$ cat config.mk
export PLATFORM = sky130hd
export DESIGN_NAME = vga_fb_reader_flat
export DESIGN_NICKNAME = d
export VERILOG_FILES = /design/src/rtl/vga_fb_reader_if.sv /design/src/rtl/vga_fb_reader.sv /design/src/flat_wrapper.sv
export SDC_FILE = /design/constraint.sdc
export NUM_CORES = 1
export LEC_CHECK = 0
export CELL_PAD_IN_SITES_DETAIL_PLACEMENT = 1
export CELL_PAD_IN_SITES_GLOBAL_PLACEMENT = 1
export CORE_UTILIZATION = 46
export CTS_BUF_LIST = sky130_fd_sc_hd__clkbuf_4
export DETAILED_ROUTE_END_ITERATION = 8
export GPL_ROUTABILITY_DRIVEN = 1
export GPL_TIMING_DRIVEN = 1
export PLACE_DENSITY = 0.87
export SYNTH_ARGS = -nofsm -noshare
export SYNTH_HDL_FRONTEND = slang
export SYNTH_SLANG_ARGS = --single-unit
$ cat constraint.sdc
create_clock -name clk25 -period 5.2 [get_ports clk25]
set_input_delay 1.04 -clock clk25 [delete_from_list [all_inputs] [get_ports clk25]]
set_output_delay 1.04 -clock clk25 [all_outputs]
set_load 0.02 [all_outputs]
$ cat src/rtl/vga_fb_reader_if.sv
// Frame-buffer read port: the display reader drives address/strobe, memory returns the pixel.
interface vga_fb_reader_if;
  logic [18:0] rd_addr;
  logic        rd_en;
  logic [3:0]  rd_data;

  modport master (output rd_addr, output rd_en, input rd_data);
  modport slave  (input rd_addr, input rd_en, output rd_data);
endinterface

$ cat src/rtl/vga_fb_reader.sv
// VGA 640x480@60 scan-out from the grayscale frame buffer; sync/blank are delayed
// to line up with the frame-buffer read latency.
module vga_fb_reader #(
  parameter int H_ACTIVE = 640,
  parameter int H_FP     = 16,
  parameter int H_SYNC   = 96,
  parameter int H_BP     = 48,
  parameter int V_ACTIVE = 480,
  parameter int V_FP     = 10,
  parameter int V_SYNC   = 2,
  parameter int V_BP     = 33,
  parameter int RD_LAT   = 1
) (
  input  logic             clk25,
  input  logic             rst_n,
  input  logic             en,
  vga_fb_reader_if.master  fb,
  output logic [3:0]       vga_r,
  output logic [3:0]       vga_g,
  output logic [3:0]       vga_b,
  output logic             vga_hsync,
  output logic             vga_vsync,
  output logic             frame_start
);
  localparam int H_TOTAL = H_ACTIVE + H_FP + H_SYNC + H_BP;
  localparam int V_TOTAL = V_ACTIVE + V_FP + V_SYNC + V_BP;

  localparam logic [9:0] H_LAST = 10'(H_TOTAL - 1);
  localparam logic [9:0] V_LAST = 10'(V_TOTAL - 1);
  localparam logic [9:0] H_ACT  = 10'(H_ACTIVE);
  localparam logic [9:0] V_ACT  = 10'(V_ACTIVE);
  localparam logic [9:0] HS_BEG = 10'(H_ACTIVE + H_FP);
  localparam logic [9:0] HS_END = 10'(H_ACTIVE + H_FP + H_SYNC);
  localparam logic [9:0] VS_BEG = 10'(V_ACTIVE + V_FP);
  localparam logic [9:0] VS_END = 10'(V_ACTIVE + V_FP + V_SYNC);

  typedef enum logic {IDLE, RUN} state_t;

  typedef struct packed {
    logic vld;
    logic hs;
    logic vs;
    logic first;
  } qual_t;

  localparam qual_t QUAL_IDLE = '{vld: 1'b0, hs: 1'b1, vs: 1'b1, first: 1'b0};

  state_t      state_q, state_d;
  logic [9:0]  h_cnt, v_cnt;
  logic [18:0] rd_addr_q;
  logic        run, h_last, v_last, frame_end, active;
  qual_t       q0, q_out;
  qual_t [RD_LAT-1:0] q_dly;

  assign run       = (state_q == RUN);
  assign h_last    = (h_cnt == H_LAST);
  assign v_last    = (v_cnt == V_LAST);
  assign frame_end = run && h_last && v_last;
  assign active    = run && (h_cnt < H_ACT) && (v_cnt < V_ACT);

  assign q0 = '{vld:   active,
                hs:    !(run && (h_cnt >= HS_BEG) && (h_cnt < HS_END)),
                vs:    !(run && (v_cnt >= VS_BEG) && (v_cnt < VS_END)),
                first: run && (h_cnt == 10'd0) && (v_cnt == 10'd0)};

  assign fb.rd_en   = active;
  assign fb.rd_addr = rd_addr_q;

  // en only matters at frame end so a mid-frame drop still finishes the frame.
  always_comb begin
    state_d = state_q;
    case (state_q)
      IDLE:    if (en) state_d = RUN;
      RUN:     if (frame_end && !en) state_d = IDLE;
      default: state_d = IDLE;
    endcase
  end

  always_ff @(posedge clk25 or negedge rst_n) begin
    if (!rst_n) state_q <= IDLE;
    else        state_q <= state_d;
  end

  always_ff @(posedge clk25 or negedge rst_n) begin
    if (!rst_n) begin
      h_cnt <= '0;
      v_cnt <= '0;
    end else if (!run || frame_end) begin
      h_cnt <= '0;
      v_cnt <= '0;
    end else if (h_last) begin
      h_cnt <= '0;
      v_cnt <= v_cnt + 10'd1;
    end else begin
      h_cnt <= h_cnt + 10'd1;
    end
  end

  // Running linear address: holds through blanking, so it already points at the next line.
  always_ff @(posedge clk25 or negedge rst_n) begin
    if (!rst_n)                rd_addr_q <= '0;
    else if (!run || frame_end) rd_addr_q <= '0;
    else if (active)           rd_addr_q <= rd_addr_q + 19'd1;
  end

  always_ff @(posedge clk25 or negedge rst_n) begin
    if (!rst_n) begin
      q_dly <= {RD_LAT{QUAL_IDLE}};
    end else begin
      q_dly[0] <= q0;
      for (int i = 1; i < RD_LAT; i++) q_dly[i] <= q_dly[i-1];
    end
  end

  assign q_out = q_dly[RD_LAT-1];

  always_ff @(posedge clk25 or negedge rst_n) begin
    if (!rst_n) begin
      vga_r       <= '0;
      vga_g       <= '0;
      vga_b       <= '0;
      vga_hsync   <= 1'b1;
      vga_vsync   <= 1'b1;
      frame_start <= 1'b0;
    end else begin
      vga_r       <= q_out.vld ? fb.rd_data : 4'h0;
      vga_g       <= q_out.vld ? fb.rd_data : 4'h0;
      vga_b       <= q_out.vld ? fb.rd_data : 4'h0;
      vga_hsync   <= q_out.hs;
      vga_vsync   <= q_out.vs;
      frame_start <= q_out.first;
    end
  end
endmodule

$ cat src/flat_wrapper.sv
// flat-port wrapper written by rule: the top's interface ports become plain ports
module vga_fb_reader_flat 
#(
  parameter int H_ACTIVE = 640,
  parameter int H_FP     = 16,
  parameter int H_SYNC   = 96,
  parameter int H_BP     = 48,
  parameter int V_ACTIVE = 480,
  parameter int V_FP     = 10,
  parameter int V_SYNC   = 2,
  parameter int V_BP     = 33,
  parameter int RD_LAT   = 1
)
  (clk25, rst_n, en, vga_r, vga_g, vga_b, vga_hsync, vga_vsync, frame_start, fb_rd_addr, fb_rd_en, fb_rd_data);
  vga_fb_reader_if fb_i ();
  input  logic clk25;
  input  logic rst_n;
  input  logic en;
  output logic [3:0] vga_r;
  output logic [3:0] vga_g;
  output logic [3:0] vga_b;
  output logic vga_hsync;
  output logic vga_vsync;
  output logic frame_start;
  output wire logic [$bits(fb_i.rd_addr)-1:0] fb_rd_addr;
  output wire logic [$bits(fb_i.rd_en)-1:0] fb_rd_en;
  input wire logic [$bits(fb_i.rd_data)-1:0] fb_rd_data;
  assign fb_rd_addr = fb_i.rd_addr;
  assign fb_rd_en = fb_i.rd_en;
  assign fb_i.rd_data = fb_rd_data;
  vga_fb_reader #(.H_ACTIVE(H_ACTIVE), .H_FP(H_FP), .H_SYNC(H_SYNC), .H_BP(H_BP), .V_ACTIVE(V_ACTIVE), .V_FP(V_FP), .V_SYNC(V_SYNC), .V_BP(V_BP), .RD_LAT(RD_LAT)) u_core (.clk25(clk25), .rst_n(rst_n), .en(en), .fb(fb_i), .vga_r(vga_r), .vga_g(vga_g), .vga_b(vga_b), .vga_hsync(vga_hsync), .vga_vsync(vga_vsync), .frame_start(frame_start));
endmodule
==> impl_metrics.toml <==
[run_status]
status = "finished, final reports clean"

[synthesis]
seq_area_frac_synth_pct = 48.6
synth_area_um2 = 2640
syn_nets = 279
synth_top_area_share_pct = 44.6
ys_seq_elements = 51
synthCells = 267
yosysTopAreaCell = "dfrtp_1"
ys_warn_count = 0
ys_types = 43
synth_area_leaders = "dfrtp_1 45%, dfstp_2 4.0%, a21oi_1 3.6%, nand3_1 3.4%, nor2_1 3.0%"
syn_area_per_cell_um2 = 9.87

[hold_path]
hp-class = "reg2reg"
min_to = "u_core.vga_hsync"
whs_path_depth = 0
hold_start = "u_core.q_dly[2]"

[power_and_ir_drop]
peakVddDrop_mv = 0.104
power_frac_comb_pct = 4.6
p_per_area_nw_per_um2 = 200
p_total_uw = 621
seqPwrFrac_pct = 64.4
swShare_pct = 25.0
power.leakage_uw = 0.00122
p_clk_share_pct = 31.0
p_sw_uw = 155
p_int_uw = 466

[routing]
wl_per_cell_um = 16.8
wl_um = 6270
drt_iter0_markers = 144
postRouteAntennaNets = 0
viasPerCell = 5.78
first_pass_iters = 4
drc = 0
route.vias.total = 2163

[global_route]
grt_max_degree = 52
gr-usage-all-layers_pct = 22.8
grt_overflow = 0
grt_pass1_wl_um = 10700
grt_pass1_vias = 2196
antenna_found_initial = 0

[setup_path]
rr_startpoint = "u_core.run"
start_kind = "flip-flop"
setup.worst_path.class = "reg2out"
crit_path_end_kind = "primary output"
r2r_end = "u_core.fb.rd_addr[18]"
reg2reg_slack_ns = 2.91
r2r_cells = 4
cp.required_ns = 4.16
arrival_ns = 2.49
cp_max_fo = 9

[cts]
htreeDepth = 2
clock_sinks = 51
cts.path.max_buffers = 2
cts_tree = "built"
ctsRootBufferMaster = "clkbuf_4"
cts_hold_buf = 0
clk_latency_ns = 0.39
cts_resized = 0
clkTransAtPathRegs_ns = 0.16
cts_setup_buffers = 0
cts_buffers = 5

[sta]
finalCritPeriodShare_pct = 67.9
finalWorstSetupSlack_ns = 1.67
finalSetupViolations = 0
report.final.slew_viol_count = 0
post-route-min-period_ns = 3.53
relSlewSlack_pct = 57.8
fin_skew_ns = 0.00389
tightest_slew_ns = 0.633
hold_viol = 0
rsz0062_at_grt = "no"
clock.fmax_mhz = 283
final.setup.tns_ns = 0
whs_ns = 0.368

[finish]
finalNetCount = 313
layout-drive-gt1-share_pct = 8.94
n_antenna_cell = 0
syn2layout_area_growth_pct = 17.8

[die]
die_y_um = 77.7
rows = 27
io_pins = 42
die_w_um = 77.7
design.die.area_um2 = 6040
initial_core_util_pct = 47.9
fp.coreArea_um2 = 5510

[place]
place_congestion = 0.783
dp_slack_ns = 2.12
dp_hpwl_um = 4570
portBuffers = 41

[run]
maxCapViolCount = 0
## cells in the final DEF (no fill, tap or decap), types with 2 or more instances in the layout
cell and instances:
clkdlybuf4s50_1 40, or4_1 5, or3_1 10, dfstp_2 4, inv_1 7, nor2b_1 2, nor3_1 3, o21ai_2 2
o31ai_1 5, nand2b_1 2, and3_1 6, buf_4 2, nand2_1 18, dfrtp_1 47, a21oi_1 19, clkbuf_4 5
a21boi_0 3, o21ai_0 9, nand4bb_1 4, clkinvlp_4 2, ha_1 5, nor2_1 21, nand4_1 10, nor4_1 6
and2_1 7, xor2_1 7, and4b_1 2, nand3_2 3, xnor2_1 6, nand3_1 18, nand4b_1 2, o41ai_1 6
## critical path: stages (launching register included)
cell             delay, ns
dfrtp_1               0.52
nor2b_1               0.45
nand3_1               0.32
inv_1                 0.18
clkdlybuf4s50_1       0.63
## worst max path at each step
stage | from | end | slack, ns
2_1_floorplan | u_core.h_cnt[7] | fb_rd_en | 3.06
6_report | u_core.run | fb_rd_en | 1.67
5_1_grt | u_core.run | fb_rd_en | 1.49
4_1_cts | u_core.run | fb_rd_en | 1.65
3_5_place_dp | u_core.run | fb_rd_en | 2.12
3_3_place_gp | u_core.run | fb_rd_en | 2.21
## stage by stage
step                cells  utilization, %  cell area, µm²
floorplan             267               -            2640
global placement      366            55.3            3050
detailed placement    366            55.3            3050
CTS                   374            56.4            3110
global route          374            56.4            3110
finish                374            56.4            3110
## flip-flops by register name (all words and copies together) (netlist names)
register and cells:
u_core.fb.rd_addr 19, u_core.h_cnt 10, u_core.v_cnt 10, u_core.q_dly 4, u_core.vga_r 4, u_core.frame_start 1, u_core.run 1, u_core.vga_hsync 1
u_core.vga_vsync 1
## Yosys cell counts, drive strengths merged
cell type and number:
nand3 21, nand4bb 4, a21boi 3, xnor2 6, and4 1, nor3 3
or4 6, nand4 11, nor2 21, or3 11, buf 15, or2 1
clkbuf 1, nand4b 2, nor4 6, and4b 2, nand3b 1, dfrtp 47
nor2b 2, o21ai 11, o31ai 5, o41ai 6, inv 7, xor2 7
o21a 1, nand2b 2, or4b 2, o2bb2ai 1, nand2 18, a21oi 20
and3 7, and2 7, dfstp 4, ha 5
## logic make-up (layout without fill, tap and decap cells)
kind of cell    Yosys count  in the layout  synth area share, %
fa+ha+maj                 5              5                 2.37
simple gates            128            128                 28.7
xor+xnor                 13             13                 4.32
flops                    51             51                 48.6
compound gates           47             47                 11.2
buf+inv                  23             58                 4.84
## power groups by stage
stage	combinational (µW)	sequential [µW]	clock (µW)
5_1_grt	31.8	400	212
4_1_cts	29.8	400	200
3_5_place_dp	29.7	407	0
6_report	28.6	400	193
3_3_place_gp	29.3	407	0
2_1_floorplan	9.96	409	0
## per-layer routing
| metal | vias to the layer above | wire [µm] | GRT usage (%) |
|---|---|---|---|
| met5 | - | 0 | 0 |
| met4 | 0 | 132 | 8.68 |
| met3 | 13 | 229 | 4.82 |
| met2 | 50 | 2980 | 36.4 |
| met1 | 1061 | 2920 | 30.3 |
| li1 | 1039 | - | - |
## cell type report
class | instances | area, µm²
Fill cell | 627 | 2400
Clock buffer | 5 | 37.5
Multi-Input combinational cell | 193 | 1230
Inverter | 7 | 26.3
Clock inverter | 3 | 23.8
Sequential cell | 51 | 1280
Timing Repair Buffer | 43 | 420
Tap cell | 72 | 90.1
Note: power is estimated with default switching activity, not from simulation.
